$ cat config.mk
export PLATFORM = sky130hd
export DESIGN_NAME = plot_queue_flat
export DESIGN_NICKNAME = d
export VERILOG_FILES = /design/src/rtl/plot_queue_if.sv /design/src/rtl/plot_queue.sv /design/src/flat_wrapper.sv
export SDC_FILE = /design/constraint.sdc
export NUM_CORES = 1
export LEC_CHECK = 0
export ABC_AREA = 1
export CAP_MARGIN = 20
export CORE_MARGIN = 4
export CORE_UTILIZATION = 49
export CTS_CLUSTER_DIAMETER = 30
export DETAILED_ROUTE_END_ITERATION = 7
export PLACE_DENSITY_LB_ADDON = 0.1
export SYNTH_ARGS = -nofsm -noshare
export SYNTH_HDL_FRONTEND = slang
export SYNTH_SLANG_ARGS = --single-unit
$ cat constraint.sdc
create_clock -name clock50 -period 3.05 [get_ports clock50]
set_clock_uncertainty 0.15 [all_clocks]
set_input_delay 0.305 -clock clock50 [delete_from_list [all_inputs] [get_ports clock50]]
set_output_delay 0.305 -clock clock50 [all_outputs]
set_load 0.01 [all_outputs]
$ cat src/rtl/plot_queue_if.sv
// Plot-stream bundle between the pixel-processing pool, the plot queue and the
// framebuffer plot port. The slave modport is the queue's view of it.
interface plot_queue_if #(
  parameter int XW = 9,
  parameter int YW = 8,
  parameter int AW = 4
);
  logic          in_valid;
  logic [XW-1:0] in_x;
  logic [YW-1:0] in_y;
  logic          in_ready;
  logic          enable;
  logic          flush;
  logic [XW-1:0] vga_x;
  logic [YW-1:0] vga_y;
  logic          vga_plot;
  logic [AW:0]   count;
  logic [15:0]   drop_count;
  logic          overflow;

  modport slave (
    input  in_valid, in_x, in_y, enable, flush,
    output in_ready, vga_x, vga_y, vga_plot, count, drop_count, overflow
  );

  modport master (
    output in_valid, in_x, in_y, enable, flush,
    input  in_ready, vga_x, vga_y, vga_plot, count, drop_count, overflow
  );
endinterface

$ cat src/rtl/plot_queue.sv
// Paced plot FIFO: buffers (x,y) write strobes, drops consecutive duplicates,
// and drains to the framebuffer plot port at most once every DRAIN_DIV cycles.
module plot_queue #(
  parameter int DEPTH     = 16,
  parameter int AW        = 4,
  parameter int XW        = 9,
  parameter int YW        = 8,
  parameter int DRAIN_DIV = 2
) (
  input  logic         clock50,
  input  logic         reset,
  plot_queue_if.slave  bus
);
  localparam int CW = AW + 1;
  localparam int PW = $clog2(DRAIN_DIV) + 1;
  localparam int EW = XW + YW;

  function automatic logic [15:0] sat_inc(input logic [15:0] v);
    return (v == 16'hFFFF) ? v : v + 16'd1;
  endfunction

  logic [EW-1:0] r_mem [DEPTH];
  logic [AW-1:0] r_wr_ptr, r_rd_ptr;
  logic [CW-1:0] r_count;
  logic [PW-1:0] r_pace_cnt;
  logic [EW-1:0] r_last_xy;
  logic          r_last_valid;
  logic [XW-1:0] r_vga_x;
  logic [YW-1:0] r_vga_y;
  logic          r_vga_plot;
  logic [15:0]   r_drop_count;
  logic          r_overflow;

  logic [EW-1:0] w_in_xy;
  logic          w_full, w_filt, w_push, w_drop, w_pop;

  // Decisions use only pre-edge state, so a same-cycle pop never frees room for a push.
  always_comb begin
    w_in_xy = {bus.in_x, bus.in_y};
    w_full  = (r_count == CW'(DEPTH));
    w_filt  = bus.in_valid && r_last_valid && (w_in_xy == r_last_xy);
    w_push  = bus.in_valid && !w_filt && !w_full && !bus.flush;
    w_drop  = bus.in_valid && !w_filt &&  w_full && !bus.flush;
    w_pop   = bus.enable && (r_count != '0) && (r_pace_cnt == '0) && !bus.flush;
  end

  // Storage array carries data only, so it is left out of reset.
  always_ff @(posedge clock50) begin
    if (w_push) r_mem[r_wr_ptr] <= w_in_xy;
  end

  always_ff @(posedge clock50 or posedge reset) begin
    if (reset) begin
      r_wr_ptr     <= '0;
      r_rd_ptr     <= '0;
      r_count      <= '0;
      r_pace_cnt   <= '0;
      r_last_xy    <= '0;
      r_last_valid <= 1'b0;
      r_vga_x      <= '0;
      r_vga_y      <= '0;
      r_vga_plot   <= 1'b0;
      r_drop_count <= '0;
      r_overflow   <= 1'b0;
    end else begin
      r_vga_plot <= w_pop;
      if (w_drop) begin
        r_drop_count <= sat_inc(r_drop_count);
        r_overflow   <= 1'b1;
      end
      if (bus.flush) begin
        r_wr_ptr     <= '0;
        r_rd_ptr     <= '0;
        r_count      <= '0;
        r_pace_cnt   <= '0;
        r_last_valid <= 1'b0;
      end else begin
        if (w_push) begin
          r_wr_ptr     <= r_wr_ptr + AW'(1);
          r_last_xy    <= w_in_xy;
          r_last_valid <= 1'b1;
        end
        if (w_pop) begin
          r_rd_ptr   <= r_rd_ptr + AW'(1);
          {r_vga_x, r_vga_y} <= r_mem[r_rd_ptr];
          r_pace_cnt <= PW'(DRAIN_DIV - 1);
        end else if (r_pace_cnt != '0) begin
          r_pace_cnt <= r_pace_cnt - PW'(1);
        end
        r_count <= r_count + CW'(w_push) - CW'(w_pop);
      end
    end
  end

  assign bus.in_ready   = !w_full;
  assign bus.vga_x      = r_vga_x;
  assign bus.vga_y      = r_vga_y;
  assign bus.vga_plot   = r_vga_plot;
  assign bus.count      = r_count;
  assign bus.drop_count = r_drop_count;
  assign bus.overflow   = r_overflow;
endmodule

$ cat src/flat_wrapper.sv
// flat-port wrapper written by rule: the top's interface ports become plain ports
module plot_queue_flat 
#(
  parameter int DEPTH     = 16,
  parameter int AW        = 4,
  parameter int XW        = 9,
  parameter int YW        = 8,
  parameter int DRAIN_DIV = 2
)
  (clock50, reset, bus_in_valid, bus_in_x, bus_in_y, bus_enable, bus_flush, bus_in_ready, bus_vga_x, bus_vga_y, bus_vga_plot, bus_count, bus_drop_count, bus_overflow);
  plot_queue_if #(.XW(XW), .YW(YW), .AW(AW)) bus_i ();
  input  logic clock50;
  input  logic reset;
  input wire logic [$bits(bus_i.in_valid)-1:0] bus_in_valid;
  input wire logic [$bits(bus_i.in_x)-1:0] bus_in_x;
  input wire logic [$bits(bus_i.in_y)-1:0] bus_in_y;
  input wire logic [$bits(bus_i.enable)-1:0] bus_enable;
  input wire logic [$bits(bus_i.flush)-1:0] bus_flush;
  output wire logic [$bits(bus_i.in_ready)-1:0] bus_in_ready;
  output wire logic [$bits(bus_i.vga_x)-1:0] bus_vga_x;
  output wire logic [$bits(bus_i.vga_y)-1:0] bus_vga_y;
  output wire logic [$bits(bus_i.vga_plot)-1:0] bus_vga_plot;
  output wire logic [$bits(bus_i.count)-1:0] bus_count;
  output wire logic [$bits(bus_i.drop_count)-1:0] bus_drop_count;
  output wire logic [$bits(bus_i.overflow)-1:0] bus_overflow;
  assign bus_i.in_valid = bus_in_valid;
  assign bus_i.in_x = bus_in_x;
  assign bus_i.in_y = bus_in_y;
  assign bus_i.enable = bus_enable;
  assign bus_i.flush = bus_flush;
  assign bus_in_ready = bus_i.in_ready;
  assign bus_vga_x = bus_i.vga_x;
  assign bus_vga_y = bus_i.vga_y;
  assign bus_vga_plot = bus_i.vga_plot;
  assign bus_count = bus_i.count;
  assign bus_drop_count = bus_i.drop_count;
  assign bus_overflow = bus_i.overflow;
  plot_queue #(.DEPTH(DEPTH), .AW(AW), .XW(XW), .YW(YW), .DRAIN_DIV(DRAIN_DIV)) u_core (.clock50(clock50), .reset(reset), .bus(bus_i));
endmodule
# Word-level counts from Yosys, hierarchy flattened
# Memories as Yosys holds them, arrays and structs flattened. A register that Yosys moved wholly into a read port is not among the register bits.
# Cells that the tools add are included.
[word_totals] regBits=51 ram_bits=272 inputBits=22 out_inout_bits=41 elab_cells=55 memories=1
[classes] add_sub_neg=6 n_eq_ne=3 mux=12 n_bitwise=2 reduce_logical=22
[mem_list] memory="u_core.r_mem" depth=16 word_bits=17 rd=1 rd_clocked_by_memory_dff=1 wr=1 line="plot_queue.sv:22" rtl="logic [EW-1:0] r_mem [DEPTH];"
[ops] cell="$eq A17 B17 Y1" count=1
[ops] cell="$add A16 B1 Y16 const B" count=1
[ops] cell="$eq A16 B16 Y1 const B" count=1
[ops] cell="$mux W4" count=4
[ops] cell="$logic_and A1 B1 Y1" count=10
[ops] cell="$add A4 B1 Y4 const B" count=2
[ops] cell="$mux W2" count=3
[ops] cell="$reduce_and A2 Y1" count=3
[ops] cell="$reduce_bool A2 Y1" count=3
[ops] cell="$add A5 B1 Y5" count=1
[ops] cell="$eq A5 B5 Y1 const B" count=1
[ops] cell="$mux W5" count=1
[ops] cell="$reduce_bool A5 Y1" count=1
[ops] cell="$sub A5 B1 Y5" count=1
[ops] cell="$mux W1" count=4
[ops] cell="$logic_not A1 Y1" count=3
[ops] cell="$reduce_bool A3 Y1" count=1
[ops] cell="$logic_not A2 Y1" count=1
[ops] cell="$not A1 Y1" count=2
[ops] cell="$sub A2 B1 Y2 const B" count=1

# Longest topological paths before layout
# Gate-level depths: netlist of the first run.
[depth] ltp_word=9 depth_mapped=19

# Least setup slack after synthesis of the first run
# No wires, ideal clock.
[synth_timing] path_kind="reg-to-reg" startpoint="register u_core.r_count[2], in the netlist u_core.bus.count[2]" endpoint="memory u_core.r_mem[0][0] in the netlist's numbering (enable)" arrival_time_ns=2.364 t_required_ns=2.487 path_slack_ns=0.123 stages_incl_launch_ff=7 synth_period_minus_slack_ns=2.927 path_cell_list="dfrtp_1 > inv_1 > ha_1 > nand4_4 > nand4_1 > buf_2 > nor3_1"
[synth_via] elab_chain_cells=6
[synth_rtl] element="from (decl)" line="plot_queue.sv:24" rtl="logic [CW-1:0] r_count;"
[synth_rtl] element="from (signal assigned)" line="plot_queue.sv:90" rtl="r_count <= r_count + CW'(w_push) - CW'(w_pop);"
[synth_rtl] element="$eq A5 B5 Y1" line="plot_queue.sv:40" rtl="w_full = (r_count == CW'(DEPTH));"
[synth_rtl] element="$logic_not A1 Y1"
[synth_rtl] element="net bus_in_ready" line="flat_wrapper.sv:19" rtl="output wire logic [$bits(bus_i.in_ready)-1:0] bus_in_ready;"
[synth_rtl] element="$logic_and A1 B1 Y1 (2 in series)" line="plot_queue.sv:42" rtl="w_push = bus.in_valid && !w_filt && !w_full && !bus.flush;"
[synth_rtl] element="$mux W1" line="plot_queue.sv:49" rtl="if (w_push) r_mem[r_wr_ptr] <= w_in_xy;"
[synth_rtl] element="$mux W1 (implied by the code)" line="plot_queue.sv:49"
[synth_rtl] element="to (decl)" line="plot_queue.sv:22"
# The timed path passes the listed nets, and every way through them passes these cells.

# Worst setup path after layout of the first run
[layout_timing] startpoint="register u_core.r_count[3], in the netlist u_core.bus.count[3]" endpoint="register u_core.r_count[4], in the netlist u_core.bus.count[4]"
[layout_via] elab_chain_cells=7 word_cells_on_any_way=11 cone_classes="2 x add/sub; 1 x eq/ne; 1 x mux; 7 x reduce/logical"
[layout_rtl] element="$eq A5 B5 Y1" line="plot_queue.sv:40"
[layout_rtl] element="$logic_not A1 Y1" line="plot_queue.sv:42"
[layout_rtl] element="$logic_and A1 B1 Y1 (2 in series)" line="plot_queue.sv:42"
[layout_rtl] element="$add A5 B1 Y5" line="plot_queue.sv:90"
[layout_rtl] element="$sub A5 B1 Y5 *" line="plot_queue.sv:90"
[layout_rtl] element="$mux W5 *" line="plot_queue.sv:71" rtl="if (bus.flush) begin"
# Mark *: on every way between the ends. The rest lies on a longest branch, timed or not.
# A chain may end at the register's enable or synchronous reset.

==> metrics.md, run 1 <==
| Metric | Value |
|---|---|
| Status | completed |
| Post-Route Utilization | 0.638 |
| Worst R2R Setup Slack | between 0.2 and 0.3 ns |
| Worst R2R Path Depth | 16 |
| Worst-path fanout max | 4 |
| Slew headroom | 0.560 |
| Synth cell types | 40 |
| Final hold violation count | 0 |
| Initial antenna violation count | 0 |
| GR Util All Layers | 0.237 |
| Final Hold Slack | approximately 0.0068 ns |
| Post-Synth Simple-Gate Area | 0.147 |
| Synth Area in Adders | 0.0127 |
| Gpl congestion | about 0.86 |
| Post CTS Setup Buffer Count | 0 |
| Crit start category | register |
| Mapped Cells | about 1200 |
| Fmax | 362 MHz |
| Net Switching | 4.45 mW |
| Leakage | between 6 and 7 nW |
| PortBufs | slightly above 60 |
| RSZ-0062 raised after global routing | no |
| Worst vdd ir | roughly 0.00058 V |
| Hold buffer count at cts | 0 |
| Tightest Hold Check Type | in -> async |
| DR DRC count | 0 |
| First-pass GRT wire length | 57100 um |
| Post-synth EDFFs | 272 |
| Wire per inst | between 20 and 25 um |
| Layout cells sized above 1 | 0.155 |
| Largest family of logic cells by synthesized area | simple AND/OR/NAND/NOR gates |
| Final min period | 2.76 ns |
| Syn_area_per_cell | ~11 um2 |
| Non-Filler Instances | 1826 |
| TritonCTS Buffers | 67 |
| # clock sinks | 340 |
| Synth Cell Area | 14300 um2 |
| Antenna Violating Nets Remaining | 0 |
| Post-DP HPWL | approximately 22000 um |
| Final nets | around 1400 |
| Most frequent cells in the layout | 272 x edfxtp_1, 215 x nor2_1, 194 x nand2_1, 135 x o21ai_0, 69 x clkbuf_16 |
| Crit Path Class | reg -> reg |
| Via count | a little under 10000 |
| Share of the synthesized area in the top cell type | 0.570 |
| Final Max Tran Viols | 0 |
| Vias per inst | 5.45 |
| CTS resizes | 0 |
| Worst-margin pin slew | 0.660 ns |
| Post-synthesis mux area share | 0 |
| Area grow syn2layout | 28.2% |
| Worst Path Arrival | approximately 3.0 ns |
| 1st-iter DRT viols | 790 |
| Die H | around 180 um |
| Syn_nets | 1283 |
| Top FF cell, synth | edfxtp_1 |
| Commonest non-fill, non-tap cell in the layout | edfxtp_1 |
| CP endpoint | u_core.bus.count[4] |
| Max Root-Sink Buffers | 3 |
| Routed WL | between 30000 and 40000 um |
| Max-cap violations | 0 |
| Worst-skew pair later-pin latency | approximately 0.55 ns |
| Area of the die | approximately 32000 um2 |
| Crit. End Element | register |
| R2R Path End | u_core.bus.count[4] |
| Crit path from | u_core.bus.count[3] |
| Data required time at the worst endpoint | 3.31 ns |
| Period utilization | 0.905 |
| Htree depth | 3 |
| I/O pin cnt | 63 |
| Row Count | 62 |
| Part of the Yosys area used for sequential elements | 0.689 |
| Placed cell count | about 1700 |
| Endpoints failing setup | 0 |
| CTS tree | built |
| Root Buffer | clkbuf_16 |
| Fillers | between 2000 and 2500 |
| FF+latch count, synth | 340 |
| Initial core utilization | 0.498 |
| P per Cell Area | just under 900 nW/um2 |
| Reg2reg start | u_core.bus.count[3] |
| Switch share | 0.278 |
| Area leader, netlist | edfxtp_1 |
| Sequential power share | 0.348 |
| P_int | about 12 mW |
| Ant diodes | 0 |
| Largest net degree at the start of global routing | 139 |
| Clock transition at path regs | ~0.05 ns |
| Part of the power in the clock network | 0.467 |
| DR pass1 iterations | 5 |
| XOR/XNOR Fraction of Synth Area | 0.0122 |
| Die W | around 180 um |
| Synth area leaders | edfxtp_1 57%, dfrtp_1 12%, nor2_1 5.6% |
| Vias in the first global route | 9911 |
| Synth async-reset ratio | 0.200 |
| Grt total ovfl | 0 |
| Logic pwr share | 0.186 |
| Core area | approximately 29000 um2 |
| Post-synthesis compound-gate area fraction | 0.0994 |
| Ys Warns | 0 |
| Power consumption | roughly 16 mW |
==> final cells by class <==
class / count / area (um2) / area share
clock buffers: 85 / 1830 / 0.0994
clock inverters: 39 / 522 / 0.0284
inverters: 66 / 251 / 0.0137
multi-input cells: 774 / 3970 / 0.216
flip-flops and latches: 340 / 9880 / 0.538
well taps: 384 / 480 / 0.0262
repair buffers: 138 / 1440 / 0.0785
==> power by group through the flow <==
stage | registers (mW) | clock network [mW] | logic, mW
after floorplan | 5.67 | 0 | 1.83
after CTS | 5.58 | 7.58 | 3.01
after detailed placement | 5.66 | 0 | 2.99
after global placement | 5.65 | 0 | 2.95
final | 5.58 | 7.49 | 2.98
after global routing | 5.61 | 7.83 | 3.35
==> worst min path at each step <==
| stage | from | endpoint | slack, ns | depth (start not counted) |
|---|---|---|---|---|
| floorplan | bus_in_y[0] | u_core.r_mem[0][0] | 0.25 | 0 |
| global placement | u_core.bus.overflow | u_core.bus.overflow | 0.31 | 2 |
| detailed placement | u_core.bus.overflow | u_core.bus.overflow | 0.31 | 2 |
| CTS | reset | u_core.bus.drop_count[1] | 0.01 | 2 |
| global route | reset | u_core.bus.drop_count[2] | 0.06 | 2 |
| finish | reset | u_core.bus.drop_count[1] | 0.007 | 2 |
==> flip-flops by register name, summed over array words and instances, names as in the netlist <==
| name | count |
|---|---|
| u_core.r_wr_ptr | 4 |
| u_core.r_pace_cnt | 2 |
| u_core.bus.overflow | 1 |
| u_core.bus.vga_plot | 1 |
| u_core.bus.vga_x | 9 |
| u_core.r_last_valid | 1 |
| u_core.bus.vga_y | 8 |
| u_core.r_last_xy | 17 |
| u_core.bus.count | 5 |
| u_core.bus.drop_count | 16 |
| u_core.r_mem | 272 |
| u_core.r_rd_ptr | 4 |
==> per-layer routing <==
layer / GRT usage / up-vias / wire length, um
li1: - / 4695 / -
met4: 0.0860 / 0 / 971
met3: 0.0403 / 74 / 2300
met5: 0 / - / 0
met2: 0.378 / 331 / 17900
met1: 0.331 / 4843 / 16000
==> critical path: stages, from the launching register on <==
cell	delay, ns
dfrtp_1	0.40
inv_1	0.09
ha_1	0.21
nand4_1	0.24
nand4_2	0.18
inv_2	0.05
ha_1	0.26
inv_1	0.06
ha_1	0.13
inv_1	0.06
fa_1	0.35
inv_1	0.08
a21oi_1	0.06
nor2_1	0.08
nor2_1	0.05
xor2_1	0.13
nor2_1	0.05
==> cells by family (layout without fill, tap and decap cells) <==
logic type / after synthesis / count (layout)
flip-flops: 340 / 340
buffers and inverters: 133 / 328
AO/OA/AOI/OAI: 239 / 239
AND/OR/NAND/NOR: 501 / 501
adder cells (fa/ha/maj): 14 / 14
XOR/XNOR: 20 / 20
==> metrics by stage <==
stage               setup slack, ns  instance area, um2  TNS, ns
CTS                           0.255               18400        0
detailed placement          -0.0995               16000  -0.0995
global route                 0.0635               18400        0
floorplan                     0.123               14300        0
global placement            -0.0518               16000  -0.0518
finish                        0.291               18400        0
==> cells in the mapped netlist, types with 2 or more instances <==
cell type	n
a21oi_1	5
buf_2	23
buf_4	8
buf_6	2
clkbuf_1	33
clkinv_1	2
dfrtp_1	68
edfxtp_1	272
ha_1	13
inv_1	58
inv_2	6
nand2_1	194
nand3_1	49
nand3_2	2
nand4_1	7
nand4_2	2
nor2_1	215
nor2_4	2
nor3_1	21
nor4_1	2
o211ai_1	54
o21a_1	10
o21ai_0	135
o21ai_1	11
o221ai_1	14
o22ai_1	7
xnor2_1	4
xor2_1	16
Power figures use the tool's default switching activity.
==> inputs of run 2 (changes only) <==
RECOVER_POWER = 50   (was unset)
==> run 2 against run 1 <==
The flow now finishes with violations (max-capacitance violations, max-slew violations); sequential share of layout area increased by 0.24 points; largest cell class unchanged; worst hold slack better by 0.30 ns; clock-buffer cell count did not move; sequential cell count did not move; critical path type unchanged; global-route usage unchanged; first-iteration DRC count is 13% higher.
==> metrics.md, run 2 (same netlist as run 1, synthesis figures left out) <==
| Metric | Value |
|---|---|
| Status | finished, violations left |
| Violated checks | max-capacitance violations, max-slew violations |
| DR DRC count | 0 (unchanged) |
| Commonest non-fill, non-tap cell in the layout | edfxtp_1 |
| Fmax | 361 MHz (-0.31%) |
| Largest net degree at the start of global routing | 139 (unchanged) |
| Worst Path Arrival | 3.03 ns (about the same) |
| Endpoints failing setup | 0 (unchanged) |
| Htree depth | 3 (unchanged) |
| Leakage | 6.87 nW (-0.84%) |
| Placed cell count | 1702 (unchanged) |
| Grt total ovfl | 0 (unchanged) |
| Most frequent cells in the layout | 272 x edfxtp_1, 215 x nor2_1, 194 x nand2_1, 135 x o21ai_0, 69 x clkbuf_16 |
| RSZ-0062 raised after global routing | no |
| 1st-iter DRT viols | 892 (+13%) |
| I/O pin cnt | 63 (unchanged) |
| Slew headroom | -0.0764 (-0.636) |
| Die W | 179 um (unchanged) |
| Gpl congestion | 0.857 (unchanged) |
| # clock sinks | 340 (unchanged) |
| CTS resizes | 0 (unchanged) |
| Post-Route Utilization | 0.635 (-0.00283) |
| Area of the die | 32100 um2 (unchanged) |
| Fillers | 2210 (+0.91%) |
| Final min period | 2.77 ns (+0.00872 ns) |
| Period utilization | 0.907 (+0.00286) |
| TritonCTS Buffers | 67 (unchanged) |
| Data required time at the worst endpoint | 3.31 ns (about the same) |
| Post CTS Setup Buffer Count | 0 (unchanged) |
| Worst-skew pair later-pin latency | 0.55 ns (about the same) |
| Max-cap violations | 1 (+1) |
| Max FFs per register | 272 (unchanged) |
| Hold buffer count at cts | 0 (unchanged) |
| PortBufs | 62 (unchanged) |
| Ant diodes | 0 (unchanged) |
| Vias in the first global route | 9911 (unchanged) |
| Crit. End Element | register |
| Core area | 28800 um2 (unchanged) |
| Die H | 179 um (unchanged) |
| Crit start category | register |
| Via count | 9965 (+0.22%) |
| Placed inst area | 16000 um2 (unchanged) |
| Wire per inst | 20.3 um (-0.15%) |
| GR Util All Layers | 0.237 (unchanged) |
| Row Count | 62 (unchanged) |
| Final Max Tran Viols | 35 (+35) |
| Tightest Hold Check Type | reg -> reg |
| CTS tree | built |
| Worst-path fanout max | 4 (unchanged) |
| Max Root-Sink Buffers | 3 (unchanged) |
| Initial core utilization | 0.498 (unchanged) |
| Post-route cell area | 18300 um2 (-0.44%) |
| First-pass GRT wire length | 57100 um (unchanged) |
| Clock transition at path regs | 0.04 ns (about the same) |
| Final hold violation count | 0 (unchanged) |
| Layout cells sized above 1 | 0.144 (-0.0118) |
| Post-DP HPWL | 22000 um (unchanged) |
| P per Cell Area | 875 nW/um2 (+0.17%) |
| DR pass1 iterations | 7 (+2) |
| Routed WL | 37100 um (-0.15%) |
| Non-Filler Instances | 1826 (unchanged) |
| Crit Path Class | reg -> reg |
| Area grow syn2layout | 27.6% |
| Antenna Violating Nets Remaining | 0 (unchanged) |
| Final nets | 1423 (unchanged) |
| Initial antenna violation count | 0 (unchanged) |
| Worst vdd ir | 0.000580 V (+0.62%) |
| Root Buffer | clkbuf_16 |
| Most flop-heavy register | u_core.r_mem |
| Vias per inst | 5.46 (+0.22%) |
| Worst-margin pin slew | 1.61 ns (+0.946 ns) |
| Power consumption | 16.0 mW (-0.28%) |
## run 2: changes by cell type in the layout (fill, tap and decap cells not counted)
cell	delta
buf_12	-1
buf_4	-18
clkbuf_1	+17
clkbuf_2	+2
clkdlybuf4s50_1	-33
clkinv_2	-1
clkinvlp_2	+1
dlygate4sd3_1	+33
## run 2: critical path, cell delays in order (launching register included)
cell and delay, ns:
dfrtp_1 0.40, inv_1 0.09, ha_1 0.21, nand4_1 0.24
nand4_2 0.18, inv_2 0.05, ha_1 0.26, inv_1 0.06
ha_1 0.13, inv_1 0.06, fa_1 0.35, inv_1 0.08
a21oi_1 0.06, nor2_1 0.08, nor2_1 0.05, xor2_1 0.13
nor2_1 0.05
## run 2: routing by layer
metal,part of all wire,track usage,up-vias
met5,0,0,-
met4,0.026,0.0860,0
li1,-,-,4699
met3,0.054,0.0403,77
met2,0.48,0.378,301
met1,0.44,0.331,4888
## run 2: where the power goes
group / switching, mW / total [mW] / internal (mW)
registers: 0.217 / 5.57 / 5.36
clock network: 2.39 / 7.49 / 5.11
logic: 1.85 / 2.93 / 1.08
## run 2: area by class of cell
cell class	instances	area [um2]	area share
clock buffers	85	1830	0.0999
well taps	384	480	0.0263
multi-input cells	774	3970	0.217
inverters	66	251	0.0138
repair buffers	138	1360	0.0744
flip-flops and latches	340	9880	0.540
clock inverters	39	522	0.0285
## run 2: final timing paths
path | slack [ns] | endpoint | from | cells after the start
min | 0.31 | u_core.bus.overflow | u_core.bus.overflow | 2
max in group asynchronous | 0.55 | u_core.bus.vga_x[8] | reset | 3
max reg2reg | 0.28 | u_core.bus.count[4] | u_core.bus.count[3] | 16
min in group asynchronous | 0.44 | u_core.bus.drop_count[1] | reset | 2
min reg2reg | 0.31 | u_core.bus.overflow | u_core.bus.overflow | 2
max | 0.28 | u_core.bus.count[4] | u_core.bus.count[3] | 16
## run 2: metrics by stage
stage / hold WS, ns / setup TNS, ns / worst slack [ns]
floorplan: 0.254 / 0 / 0.123
global placement: 0.313 / -0.0518 / -0.0518
detailed placement: 0.308 / -0.0995 / -0.0995
CTS: 0.0138 / 0 / 0.255
global route: 0.327 / 0 / 0.0645
finish: 0.311 / 0 / 0.283
